### config.mk
export PLATFORM = sky130hd
export DESIGN_NAME = vector_reroute_stage
export DESIGN_NICKNAME = d
export VERILOG_FILES = /design/src/rtl/rv32i_vec_pkg.sv /design/src/rtl/vector_lane_mux.sv /design/src/rtl/vector_reroute_stage.sv
export SDC_FILE = /design/constraint.sdc
export NUM_CORES = 1
export LEC_CHECK = 0
export CAP_MARGIN = 30
export CORE_MARGIN = 2
export CORE_UTILIZATION = 43
export CTS_CLUSTER_DIAMETER = 80
export DETAILED_ROUTE_END_ITERATION = 12
export GPL_TIMING_DRIVEN = 0
export PLACE_DENSITY = 0.81
export SYNTH_ARGS = -nofsm -noshare
export SYNTH_HDL_FRONTEND = slang
export SYNTH_SLANG_ARGS = --single-unit
### constraint.sdc
create_clock -name clk -period 2.4 [get_ports clk]
set_input_delay 0.72 -clock clk [delete_from_list [all_inputs] [get_ports clk]]
set_output_delay 0.72 -clock clk [all_outputs]
set_load 0.03 [all_outputs]
### src/rtl/rv32i_vec_pkg.sv
// Shared types and constants for the vector reroute stage: lane width defaults,
// reroute code values, output-register states and the held-entry layout.
package rv32i_vec_pkg;

    localparam int XLEN_DEFAULT  = 32;
    localparam int LANES_DEFAULT = 4;

    typedef logic [XLEN_DEFAULT-1:0] lane_t;

    localparam logic [2:0] INS_L0 = 3'd0;
    localparam logic [2:0] INS_L1 = 3'd1;
    localparam logic [2:0] INS_L2 = 3'd2;
    localparam logic [2:0] INS_L3 = 3'd3;
    localparam logic [2:0] EXT_L0 = 3'd4;
    localparam logic [2:0] EXT_L1 = 3'd5;
    localparam logic [2:0] EXT_L2 = 3'd6;
    localparam logic [2:0] EXT_L3 = 3'd7;

    typedef enum logic {
        EMPTY = 1'b0,
        FULL  = 1'b1
    } out_state_t;

    typedef struct packed {
        lane_t [LANES_DEFAULT-1:0] vec;
        logic  [4:0]               rd;
        logic                      wb;
    } entry_t;

endpackage

### src/rtl/vector_lane_mux.sv
// Combinational lane reroute: insert the scalar into one lane, or extract one
// lane into lane 0, or pass the vector through untouched.
module vector_lane_mux
    import rv32i_vec_pkg::*;
#(
    parameter int XLEN  = XLEN_DEFAULT,
    parameter int LANES = LANES_DEFAULT
) (
    input  logic                  select,
    input  logic [2:0]            code,
    input  logic [XLEN-1:0]       scalar_in,
    input  logic [LANES*XLEN-1:0] vector_in,
    output logic [LANES*XLEN-1:0] vector_out,
    output logic                  scalar_wb
);

    logic [1:0]      laneSel;
    logic [XLEN-1:0] extracted;

    assign laneSel = code[1:0];

    // Codes at or above EXT_L0 extract; lower codes insert into lane laneSel.
    always_comb begin
        extracted  = '0;
        vector_out = vector_in;
        scalar_wb  = 1'b0;
        for (int l = 0; l < LANES; l++) begin
            if (laneSel == 2'(l)) begin
                extracted = vector_in[l*XLEN +: XLEN];
            end
        end
        if (select) begin
            if (code >= EXT_L0) begin
                vector_out[XLEN-1:0] = extracted;
                scalar_wb            = 1'b1;
            end else begin
                for (int l = 0; l < LANES; l++) begin
                    if (laneSel == 2'(l)) begin
                        vector_out[l*XLEN +: XLEN] = scalar_in;
                    end
                end
            end
        end
    end

endmodule

### src/rtl/vector_reroute_stage.sv
// Registered vector reroute stage with valid/ready handshake and flush.
// Define REROUTE_SKID_EN to add a one-entry skid buffer with registered in_ready.
module vector_reroute_stage
    import rv32i_vec_pkg::*;
#(
    parameter int XLEN  = XLEN_DEFAULT,
    parameter int LANES = LANES_DEFAULT
) (
    input  logic                  clk,
    input  logic                  rst,
    input  logic                  flush,
    input  logic                  in_valid,
    output logic                  in_ready,
    input  logic                  rerouting_select,
    input  logic [2:0]            rerouting_code,
    input  logic [XLEN-1:0]       scalar_in,
    input  logic [LANES*XLEN-1:0] vector_in,
    input  logic [4:0]            rd_in,
    output logic                  out_valid,
    input  logic                  out_ready,
    output logic [LANES*XLEN-1:0] vector_out,
    output logic [XLEN-1:0]       scalar_out,
    output logic [4:0]            rd_out,
    output logic                  scalar_wb
);

    localparam int VW = LANES*XLEN;

    out_state_t    state_q, state_d;
    logic [VW-1:0] muxVec;
    logic          muxWb;
    logic [VW-1:0] outVec_q, outVec_d;
    logic [4:0]    outRd_q, outRd_d;
    logic          outWb_q, outWb_d;
    logic          inXfer, outXfer;

    vector_lane_mux #(
        .XLEN  (XLEN),
        .LANES (LANES)
    ) u_lane_mux (
        .select     (rerouting_select),
        .code       (rerouting_code),
        .scalar_in  (scalar_in),
        .vector_in  (vector_in),
        .vector_out (muxVec),
        .scalar_wb  (muxWb)
    );

    assign out_valid  = (state_q == FULL);
    assign outXfer    = out_valid && out_ready;
    assign inXfer     = in_valid && in_ready;
    assign vector_out = outVec_q;
    assign scalar_out = outVec_q[XLEN-1:0];
    assign rd_out     = outRd_q;
    assign scalar_wb  = outWb_q;

`ifdef REROUTE_SKID_EN
    logic          skidValid_q, skidValid_d;
    logic [VW-1:0] skidVec_q, skidVec_d;
    logic [4:0]    skidRd_q, skidRd_d;
    logic          skidWb_q, skidWb_d;
    logic          inReady_q, inReady_d;

    assign in_ready = inReady_q && !rst;

    // The skid can only be occupied while the output register is FULL, so an
    // output transfer always refills from the skid before taking new input.
    always_comb begin
        state_d     = state_q;
        outVec_d    = outVec_q;
        outRd_d     = outRd_q;
        outWb_d     = outWb_q;
        skidValid_d = skidValid_q;
        skidVec_d   = skidVec_q;
        skidRd_d    = skidRd_q;
        skidWb_d    = skidWb_q;
        if (flush) begin
            state_d     = EMPTY;
            skidValid_d = 1'b0;
        end else begin
            case (state_q)
                EMPTY: begin
                    if (inXfer) begin
                        state_d  = FULL;
                        outVec_d = muxVec;
                        outRd_d  = rd_in;
                        outWb_d  = muxWb;
                    end
                end
                FULL: begin
                    if (outXfer) begin
                        if (skidValid_q) begin
                            outVec_d    = skidVec_q;
                            outRd_d     = skidRd_q;
                            outWb_d     = skidWb_q;
                            skidValid_d = 1'b0;
                        end else if (inXfer) begin
                            outVec_d = muxVec;
                            outRd_d  = rd_in;
                            outWb_d  = muxWb;
                        end else begin
                            state_d = EMPTY;
                        end
                    end else if (inXfer) begin
                        skidValid_d = 1'b1;
                        skidVec_d   = muxVec;
                        skidRd_d    = rd_in;
                        skidWb_d    = muxWb;
                    end
                end
                default: state_d = EMPTY;
            endcase
        end
        inReady_d = !skidValid_d;
    end

    always_ff @(posedge clk) begin
        if (rst) begin
            skidValid_q <= 1'b0;
            skidVec_q   <= '0;
            skidRd_q    <= '0;
            skidWb_q    <= 1'b0;
            inReady_q   <= 1'b1;
        end else begin
            skidValid_q <= skidValid_d;
            skidVec_q   <= skidVec_d;
            skidRd_q    <= skidRd_d;
            skidWb_q    <= skidWb_d;
            inReady_q   <= inReady_d;
        end
    end
`else
    assign in_ready = !rst && (!out_valid || out_ready);

    // Without a skid, new input is only accepted when the output slot frees up.
    always_comb begin
        state_d  = state_q;
        outVec_d = outVec_q;
        outRd_d  = outRd_q;
        outWb_d  = outWb_q;
        if (flush) begin
            state_d = EMPTY;
        end else if (inXfer) begin
            state_d  = FULL;
            outVec_d = muxVec;
            outRd_d  = rd_in;
            outWb_d  = muxWb;
        end else if (outXfer) begin
            state_d = EMPTY;
        end
    end
`endif

    always_ff @(posedge clk) begin
        if (rst) begin
            state_q  <= EMPTY;
            outVec_q <= '0;
            outRd_q  <= '0;
            outWb_q  <= 1'b0;
        end else begin
            state_q  <= state_d;
            outVec_q <= outVec_d;
            outRd_q  <= outRd_d;
            outWb_q  <= outWb_d;
        end
    end

endmodule
## After elaboration in Yosys (flattened, before gate mapping)

Cells that the tools add are included.

| storage, ports and cells | value |
|---|---|
| register bits | 135 |
| output and inout port bits | 168 |
| word-level logic and storage cells | 34 |
| input bits | 174 |

| cells by class | value |
|---|---|
| muxes and demuxes | 15 |
| bitwise operators | 1 |
| reduce and logical (&&, ||, !) cells | 10 |
| eq/ne operators | 3 |
| $lt $le $gt $ge | 1 |

Operator list:

| kind | count |
|---|---|
| 32-bit two-way mux | 9 |
| 128-bit two-way mux | 1 |
| 96-bit two-way mux | 1 |
| 2-bit == test, second input constant | 2 |
| 1-bit two-way mux | 4 |
| 3-bit >= comparator, second input constant | 1 |
| 1-bit logical AND | 3 |
| 2-bit by 1-bit == test with 1-bit output, second input constant | 1 |
| 1-bit logical NOT | 2 |
| 2-bit logical NOT | 1 |
| 2-bit AND reduction | 1 |
| 2-bit nonzero test | 1 |
| 2-bit OR reduction | 1 |
| 1-bit logical OR | 1 |
| 1-bit inverter | 1 |

## Depth between registers and ports, before layout

| depth | value |
|---|---|
| word-level depth | 7 |
| gate-level depth with buffers | 7 |
| mapped depth without buffers | 4 |

## By module

A second synthesis with hierarchy kept.

| second synthesis, totals | value |
|---|---|
| cells, all modules | 734 |
| area, all modules | 8384.3 µm² |

By module, submodules not included:

| module | instances | cells each | sequential area each (µm²) | area each (µm²) |
|---|---|---|---|---|
| vector_reroute_stage | 1 | 470 | 2702.6 | 5736.8 |
| vector_lane_mux | 1 | 264 | 0.0 | 2647.5 |

## Least setup slack after synthesis

OpenSTA, ideal clock, no wires.

| timing path | value |
|---|---|
| path type | input to output |
| from | in rst |
| to | out in_ready |
| data arrival time | 1740 ps |
| data required time | 1680 ps |
| path slack | -60 ps |
| stages on the path | 4 |
| path buffers | 3 |
| cells stage by stage | buf_2 > clkbuf_1 > clkbuf_1 > nor2_1 |

| between the ends | value |
|---|---|
| cells in the longest elaborated chain, start to end | 2 |

Ends and longest elaborated chain:

| what | line | text |
|---|---|---|
| start: declaration | vector_reroute_stage.sv:10 | `input logic rst,` |
| 1-bit logical NOT | vector_reroute_stage.sv:133 | `assign in_ready = !rst && (!out_valid \|\| out_ready);` |
| 1-bit logical AND | vector_reroute_stage.sv:133 |  |
| end: declaration | vector_reroute_stage.sv:13 | `output logic in_ready,` |

No other way between the ends.

## Worst setup path after layout

| timing path | value |
|---|---|
| from | reg outVec_q[7] (netlist: vector_out[7]) |
| to | out vector_out[7] |

RTL lines:

| what | line | text |
|---|---|---|
| start: declaration | vector_reroute_stage.sv:32 | `logic [VW-1:0] outVec_q, outVec_d;` |
| start signal: assignment | vector_reroute_stage.sv:162 | `outVec_q <= outVec_d;` |
| end: declaration | vector_reroute_stage.sv:21 | `output logic [LANES*XLEN-1:0] vector_out,` |

No word-level cell between the ends.

==> run summary <==
The instance count of the mapped netlist came out at 831. The top fanout value on the critical path is 3. The maximum count of clock buffers along a single path came out at 2.

The number of levels the H-tree was split into is 4. The first global-routing pass estimated between 50 and 60 mm of wire. The time the final worst path needs with I/O delays and setup is about 2.3 ns. The total power draw is 6.84 mW.

For this design, the CTS-stage hold fixing added 0 buffers. The post-synthesis average cell area came out at 9.56 um^2. The finished cells cover around 0.012 mm^2.

Data arrives at the worst endpoint at 1.63 ns. The worst path uses between 90 and 100% of the clock period. The share of cells above drive strength 1 came out at 18.2%. After synthesis, the share of flip-flops with an asynchronous set or reset is 0%. The top cell family by delay on the critical path is buffers and inverters.

The area used by multi-input combinational logic came out at 0.00454 mm^2. The wire length per cell is about 23 um. The worst-case hold slack is about 0.46 ns.

The total vias in the final route came out at roughly 8.4k. The final net count came out at around 1.4k. The number of ports placed on the die boundary is between 300 and 400. The die outline area is 0.0196 mm^2. The worst setup skew after layout came out at between 0.009 and 0.01 ns. Data on the critical path is required at its endpoint by approximately 1.7 ns. In the synthesized netlist the dominant register cell turns out to be sky130_fd_sc_hd__dfxtp_1. The hold violation count in the final report came out at 0. In this run the critical register-to-register path is captured at vector_out[25]. The minimum setup slack among reg-to-reg paths came out at between 0.4 and 0.5 ns. The number of global-route vias before repair came out at 8441. The number of unique standard cell types used by synthesis came out at 32.

The overflow left after global routing is 0. For the final routed database, the setup TNS stands at 0 ns. The floorplan step set the die width to 140 um.

0 antenna diodes ended up in the layout. The first-pass detailed-route iteration total is 5. The global-route total usage across every layer came out at 33.2%. In this run the static leakage power is 4.45 nW. The type of element launching the critical path is a flop. The startpoint identified for the worst register-to-register timing path is out_valid. The root buffer cell is sky130_fd_sc_hd__clkbuf_16.

The total of buffers placed on input and output ports is 337. The final number of max-transition violations is 0. Dividing the detail-routed via count by the number of cells gives between 5 and 6. The post-synthesis instance area came out at about 0.008 mm^2. For this design, the slowest cell found on the critical path is sky130_fd_sc_hd__clkdlybuf4s50_1. The largest stage delay on the critical path is ~0.67 ns. The flow ran to the end, and the final reports show no timing, DRC or antenna violations. The critical path class is flop to primary output.

The placeable core region is around 0.018 mm^2. The pin count of the biggest net entering global routing came out at 17. The detailed-route wire length came out at roughly 33 mm.

sky130_fd_sc_hd__dfxtp_1 takes more of the synthesized area than any other cell. The filler cell count is roughly 1.5k. The number of rows created at floorplan is between 40 and 50. For this block, the initial DRC count from the detailed router was roughly 760. The endpoint with the worst hold slack is rd_out[1]. The number of synthesis warnings came out at 0. The slew at the pin closest to its max-slew limit is roughly 0.9 ns. Once the floorplan was initialized, standard cells occupied between 40% and 50% of the core. The post-detailed-route count of antenna-violating nets came out at 0. Clock latency on the worst-skew pair, taken at its later pin, is between 0.4 and 0.5 ns.

By area the synthesized netlist is led by sky130_fd_sc_hd__dfxtp_1 (34%), sky130_fd_sc_hd__mux2i_1 (12%), sky130_fd_sc_hd__a211oi_2 (9.5%). The number of enable-type register cells in the synthesized netlist came out at 0. The worst max-slew margin expressed relative to the limit is approximately 40%. The clock-pin slew on the worst setup and hold paths is 0.07 ns.

The initial antenna violation count came out at 0. In this run the cell area measured after placement is 0.0116 mm^2. The final worst-path setup slack is about 0.053 ns. The cell depth of the worst setup path came out at 2. The CTS tree is yes. Setup repair after global routing left no endpoint under its margin. The floorplan die height came out at approximately 140 um. Across the run, the number of max-cap violations was 0. Timing analysis after detailed placement gives a worst setup slack of -0.872 ns. Setup violations remaining at the end of the flow were counted as 0.

For this design the ratio of total power to cell area is between 500 and 600 mW/mm^2. The detailed-route DRC error count is 0. The critical path goes through buf_4 -> clkdlybuf4s50_1. Sorting the synthesized cells by how often they occur yields sky130_fd_sc_hd__dfxtp_1 (135), sky130_fd_sc_hd__nor2_1 (129), sky130_fd_sc_hd__mux2i_1 (99). For this design, the sink count on the clock tree is 135. The timing-limited maximum frequency is between 0.4 and 0.5 GHz.

The worst setup path is captured at a primary output. The critical path contains buffers and inverters numbering 2 combined. In this run, synthesis produced a sequential element count of ~140.

The path depth of the worst reg2reg path is 7. The most instantiated library cell after synthesis is sky130_fd_sc_hd__dfxtp_1. The share of synthesized area in the top cell type comes to roughly a third.

The depth of the worst hold-timing path is 2. Once detailed placement completed, the half-perimeter wirelength came to 24.6 mm. The synthesized netlist net count is between 1k and 1.5k.

TritonCTS created 17 clock buffers. The path type of the worst min-delay path is flop to flop. In the final layout, flip-flops and latches occupy between 0.002 and 0.003 mm^2. The worst-case vdd ir drop is between 0.5 and 0.6 mV. The signed area change from the synthesized netlist to the final layout is 53.5%. In this run the most critical hold path is launched from rd_out[1]. The weighted congestion reported at the end of routability-driven placement came out at roughly 0.86. The sequential cell area fraction in the yosys report is between 30% and 40%.
==> power breakdown <==
| group | switching [mW] | leakage [nW] | internal (mW) |
|---|---|---|---|
| registers | 0.0855 | 1.11 | 2.37 |
| logic | 1.03 | 3.10 | 0.889 |
| clock network | 1.12 | 0.247 | 1.35 |
| total | 2.23 | 4.45 | 4.61 |
==> cells by family (layout without fill, tap and decap cells) <==
family                 Yosys count  count (layout)  share of synthesized area [%]
muxes                          131             131                           21.1
and+or+nand+nor                240             240                           13.4
AOI/OAI and AO/OA              205             205                           22.5
DFF                            135             135                           34.0
buffers and inverters          120             490                           8.93
==> area by class of cell <==
class                           instances  area share [%]
Sequential cell                       135            22.2
Clock buffer                           18            3.60
Multi-Input combinational cell        576            37.2
Timing Repair Buffer                  338            27.7
Inverter                                2          0.0821
Clock inverter                         14           0.842
Buffer                                118            6.04
Tap cell                              229            2.35
==> stage by stage <==
step / instances / utilization [%]
after CTS: 1430 / 67.5
after global placement: 1397 / 64.4
after detailed placement: 1397 / 64.4
final: 1430 / 67.6
after global routing: 1430 / 67.6
after floorplan: 831 / -
==> per-layer routing <==
| metal | track usage [%] | wire [um] | up-vias |
|---|---|---|---|
| li1 | - | - | 3770 |
| met1 | 42.2 | 13300 | 4062 |
| met2 | 55.9 | 16200 | 510 |
| met3 | 6.97 | 2560 | 82 |
| met4 | 11.8 | 1030 | 0 |
| met5 | 0 | 0 | - |
==> placed cells by master (no fill, tap or decap), types with 2 or more instances in the layout <==
cell type,count
sky130_fd_sc_hd__buf_6,11
sky130_fd_sc_hd__a211oi_2,60
sky130_fd_sc_hd__a32o_1,3
sky130_fd_sc_hd__nor4b_4,2
sky130_fd_sc_hd__buf_4,39
sky130_fd_sc_hd__a311oi_1,29
sky130_fd_sc_hd__clkinvlp_4,7
sky130_fd_sc_hd__o21ai_0,3
sky130_fd_sc_hd__o21ai_1,3
sky130_fd_sc_hd__inv_6,3
sky130_fd_sc_hd__clkbuf_8,3
sky130_fd_sc_hd__buf_2,27
sky130_fd_sc_hd__mux4_2,29
sky130_fd_sc_hd__nand3_1,62
sky130_fd_sc_hd__a211oi_1,39
sky130_fd_sc_hd__nand2_1,40
sky130_fd_sc_hd__mux2_1,3
sky130_fd_sc_hd__clkinv_2,3
sky130_fd_sc_hd__nor2_1,128
sky130_fd_sc_hd__mux2i_1,99
sky130_fd_sc_hd__dfxtp_1,135
sky130_fd_sc_hd__clkbuf_1,30
sky130_fd_sc_hd__a21oi_1,35
sky130_fd_sc_hd__clkbuf_16,17
sky130_fd_sc_hd__clkbuf_2,9
sky130_fd_sc_hd__o2bb2ai_1,3
sky130_fd_sc_hd__a21o_1,29
sky130_fd_sc_hd__clkdlybuf4s50_1,335
==> what timing repair did <==
action,in CTS,in global routing
setup endpoints to repair,4,71
gates resized for setup,13,18
buffers inserted,1,0
pin swaps,1,0
==> worst reg2reg max path, stage by stage, from the launching register on <==
cell                       delay, ns
sky130_fd_sc_hd__dfxtp_1        0.33
sky130_fd_sc_hd__nor2b_4        0.13
sky130_fd_sc_hd__buf_4          0.15
sky130_fd_sc_hd__or4b_1         0.46
sky130_fd_sc_hd__buf_2          0.23
sky130_fd_sc_hd__buf_6          0.19
sky130_fd_sc_hd__a21oi_1        0.18
sky130_fd_sc_hd__a311oi_1       0.13
==> state kept, by name (all words and copies together), names as in the netlist <==
register / count
scalar_wb: 1
rd_out: 5
vector_out: 128
out_valid: 1
==> worst max path at each step <==
stage / from / endpoint / slack, ns
floorplan: rst / in_ready / 0.10
global placement: rst / in_ready / -0.88
detailed placement: rst / in_ready / -0.87
CTS: out_ready / vector_out[49] / 0.02
global route: rerouting_code[1] / vector_out[17] / 0.009
finish: vector_out[7] / vector_out[7] / 0.05
(Power assumes the default switching activity.)
==> RTL change, RTL diff (same flow settings) <==
Set the package constant `XLEN_DEFAULT` to 64 (it was 32).
--- a/src/rtl/rv32i_vec_pkg.sv
+++ b/src/rtl/rv32i_vec_pkg.sv
@@ -2,7 +2,7 @@
 // reroute code values, output-register states and the held-entry layout.
 package rv32i_vec_pkg;
 
-    localparam int XLEN_DEFAULT  = 32;
+    localparam int XLEN_DEFAULT  = 64;
     localparam int LANES_DEFAULT = 4;
 
     typedef logic [XLEN_DEFAULT-1:0] lane_t;
Interface: changed (resized scalar_in, scalar_out, vector_in and vector_out); port bits go from 342 to 662. No check against the original RTL was run, so the function may have changed too.
==> RTL change against the unedited design <==
The flow now finishes with violations (setup timing); synthesized area rose by 89%; routed wire length rose by 130%; final area rose by 91%; worst setup slack got worse by 0.063 ns; non-clock buffer count rose by 440; power rose by 94%; sequential cell count rose by 128; critical path depth rose by 5; largest cell class unchanged.
==> RTL change: results (changes against the unedited design) <==
- Max incr delay on CP: 0.56 ns (was 0.67 ns)
- Worst hold slack: 0.456 ns (was 0.457 ns)
- DP HPWL: 58.9 mm (was 24.6 mm)
- GRT Resource Usage Total: 39.2% (was 33.2%)
- Hold Path End: rd_out[2]$_SDFFE_PP0P_ (was rd_out[1]$_SDFFE_PP0P_)
- Post-synth top cells: 263 x dfxtp_1, 256 x nor2_1, 195 x mux2i_1 (was 135 x dfxtp_1, 129 x nor2_1, 99 x mux2i_1)
- Largest net degree at the start of global routing: 19 (was 17)
- Clock skew: 0.00741 ns (was 0.00929 ns)
- Dpl cell area: 22200 sq um (was 11600 sq um)
- Sequential area share after synthesis: 35.0% (was 34.0%)
- Distinct cells, synth: 34 (was 32)
- Clk Latency, worst-skew pair: 0.56 ns (was 0.43 ns)
- Setup violators final: 1 (was 0)
- Clock buffer depth: 3 (was 2)
- Dpl cells: 2730 (was 1397)
- CTS HTree Levels: 1 (was 4)
- Antenna violations before repair: 7 (was 0)
- Nets: 2648 (was 1362)
- Buffers added on ports: 660 (was 337)
- Worst r2r src: out_valid$_SDFFE_PP0P_ (unchanged)
- Final worst slack: -0.0100 ns (was 0.0531 ns)
- Synth area leaders: dfxtp_1 35%, mux2i_1 13%, mux4_2 9.1% (was dfxtp_1 34%, mux2i_1 12%, a211oi_2 9.5%)
- TNS Setup: -0.0100 ns (was 0 ns)
- Leak: 9.34 nW (was 4.45 nW)
- Status: complete, but fails checks (was finished clean)
- 1st-pass router iterations: 6 (was 5)
- Reg-to-reg endpoint: vector_out[39]$_SDFFE_PP0P_ (was vector_out[25]$_SDFFE_PP0P_)
- Final WL: 74.8 mm (was 33.1 mm)
- Failing checks: setup timing
- CP arrival: 2.84 ns (was 1.63 ns)
- Layout cells sized above 1: 15.5% (was 18.2%)
- Critical Path Fanout Max: 10 (was 3)
- Hold Crit Start: rd_out[2]$_SDFFE_PP0P_ (was rd_out[1]$_SDFFE_PP0P_)
- WS Path Type: in -> reg (was reg -> out)
- IR drop worst, VDD: 0.622 mV (was 0.511 mV)
- Avg Cell Area, Syn: 9.30 sq um (was 9.56 sq um)
- Vias per inst: 6.06 (was 5.89)
- Num CTS Buffers: 30 (was 17)
- Gpl congestion: 0.985 (was 0.863)
RTL change: changes by cell type in the layout (fill, tap and decap cells not counted), sizes merged, moves of 71 or more:
cell / before / now
a211oi: 99 / 195
buf: 78 / 149
clkbuf: 60 / 134
clkdlybuf4s50: 335 / 537
dfxtp: 135 / 263
dlygate4sd2: 1 / 103
mux2i: 99 / 195
nand2: 40 / 134
nor2: 129 / 257
RTL change: repair_timing:
| item | 4_1_cts | 5_1_grt |
|---|---|---|
| pin swaps | 0 | 1 |
| setup buffers | 1 | 6 |
| gates resized for setup | 132 | 83 |
| gates cloned | 0 | 1 |
| setup endpoints to repair | 336 | 237 |
RTL change: layout make-up:
class / count / area [sq um]
antenna: 6 / 15.0
clock inverter: 6 / 85.1
inverter: 2 / 7.51
timing repair buffer: 668 / 6580
sequential: 263 / 5270
tap: 455 / 569
buffer: 228 / 1400
fill: 2775 / 11100
multi-input combinational: 1121 / 8480
clock buffer: 46 / 912
RTL change: kinds of logic (layout without fill, tap and decap cells):
logic type / Yosys count / in the layout / synth area share, %
simple gates: 465 / 465 / 12.7
compound gates: 397 / 397 / 21.2
flops: 263 / 263 / 35.0
mux: 259 / 259 / 22.4
buf+inv: 231 / 950 / 8.73
other cells: 0 / 6 / 0
RTL change: where the power goes:
group          total [mW]  leakage, nW  internal [mW]  switching (mW)
clock                4.72        0.484           2.80            1.92
sequential           4.82         2.16           4.62           0.202
combinational        3.70         6.70           1.64            2.05
RTL change: per-layer routing:
metal,GRT usage (%),part of all wire (%),wire (um),vias up
li1,-,-,-,7289
met3,8.70,10,7640,253
met5,0,0.0094,7,-
met2,65.6,47,35300,1175
met1,47.9,37,27700,8222
met4,18.0,5.5,4120,2
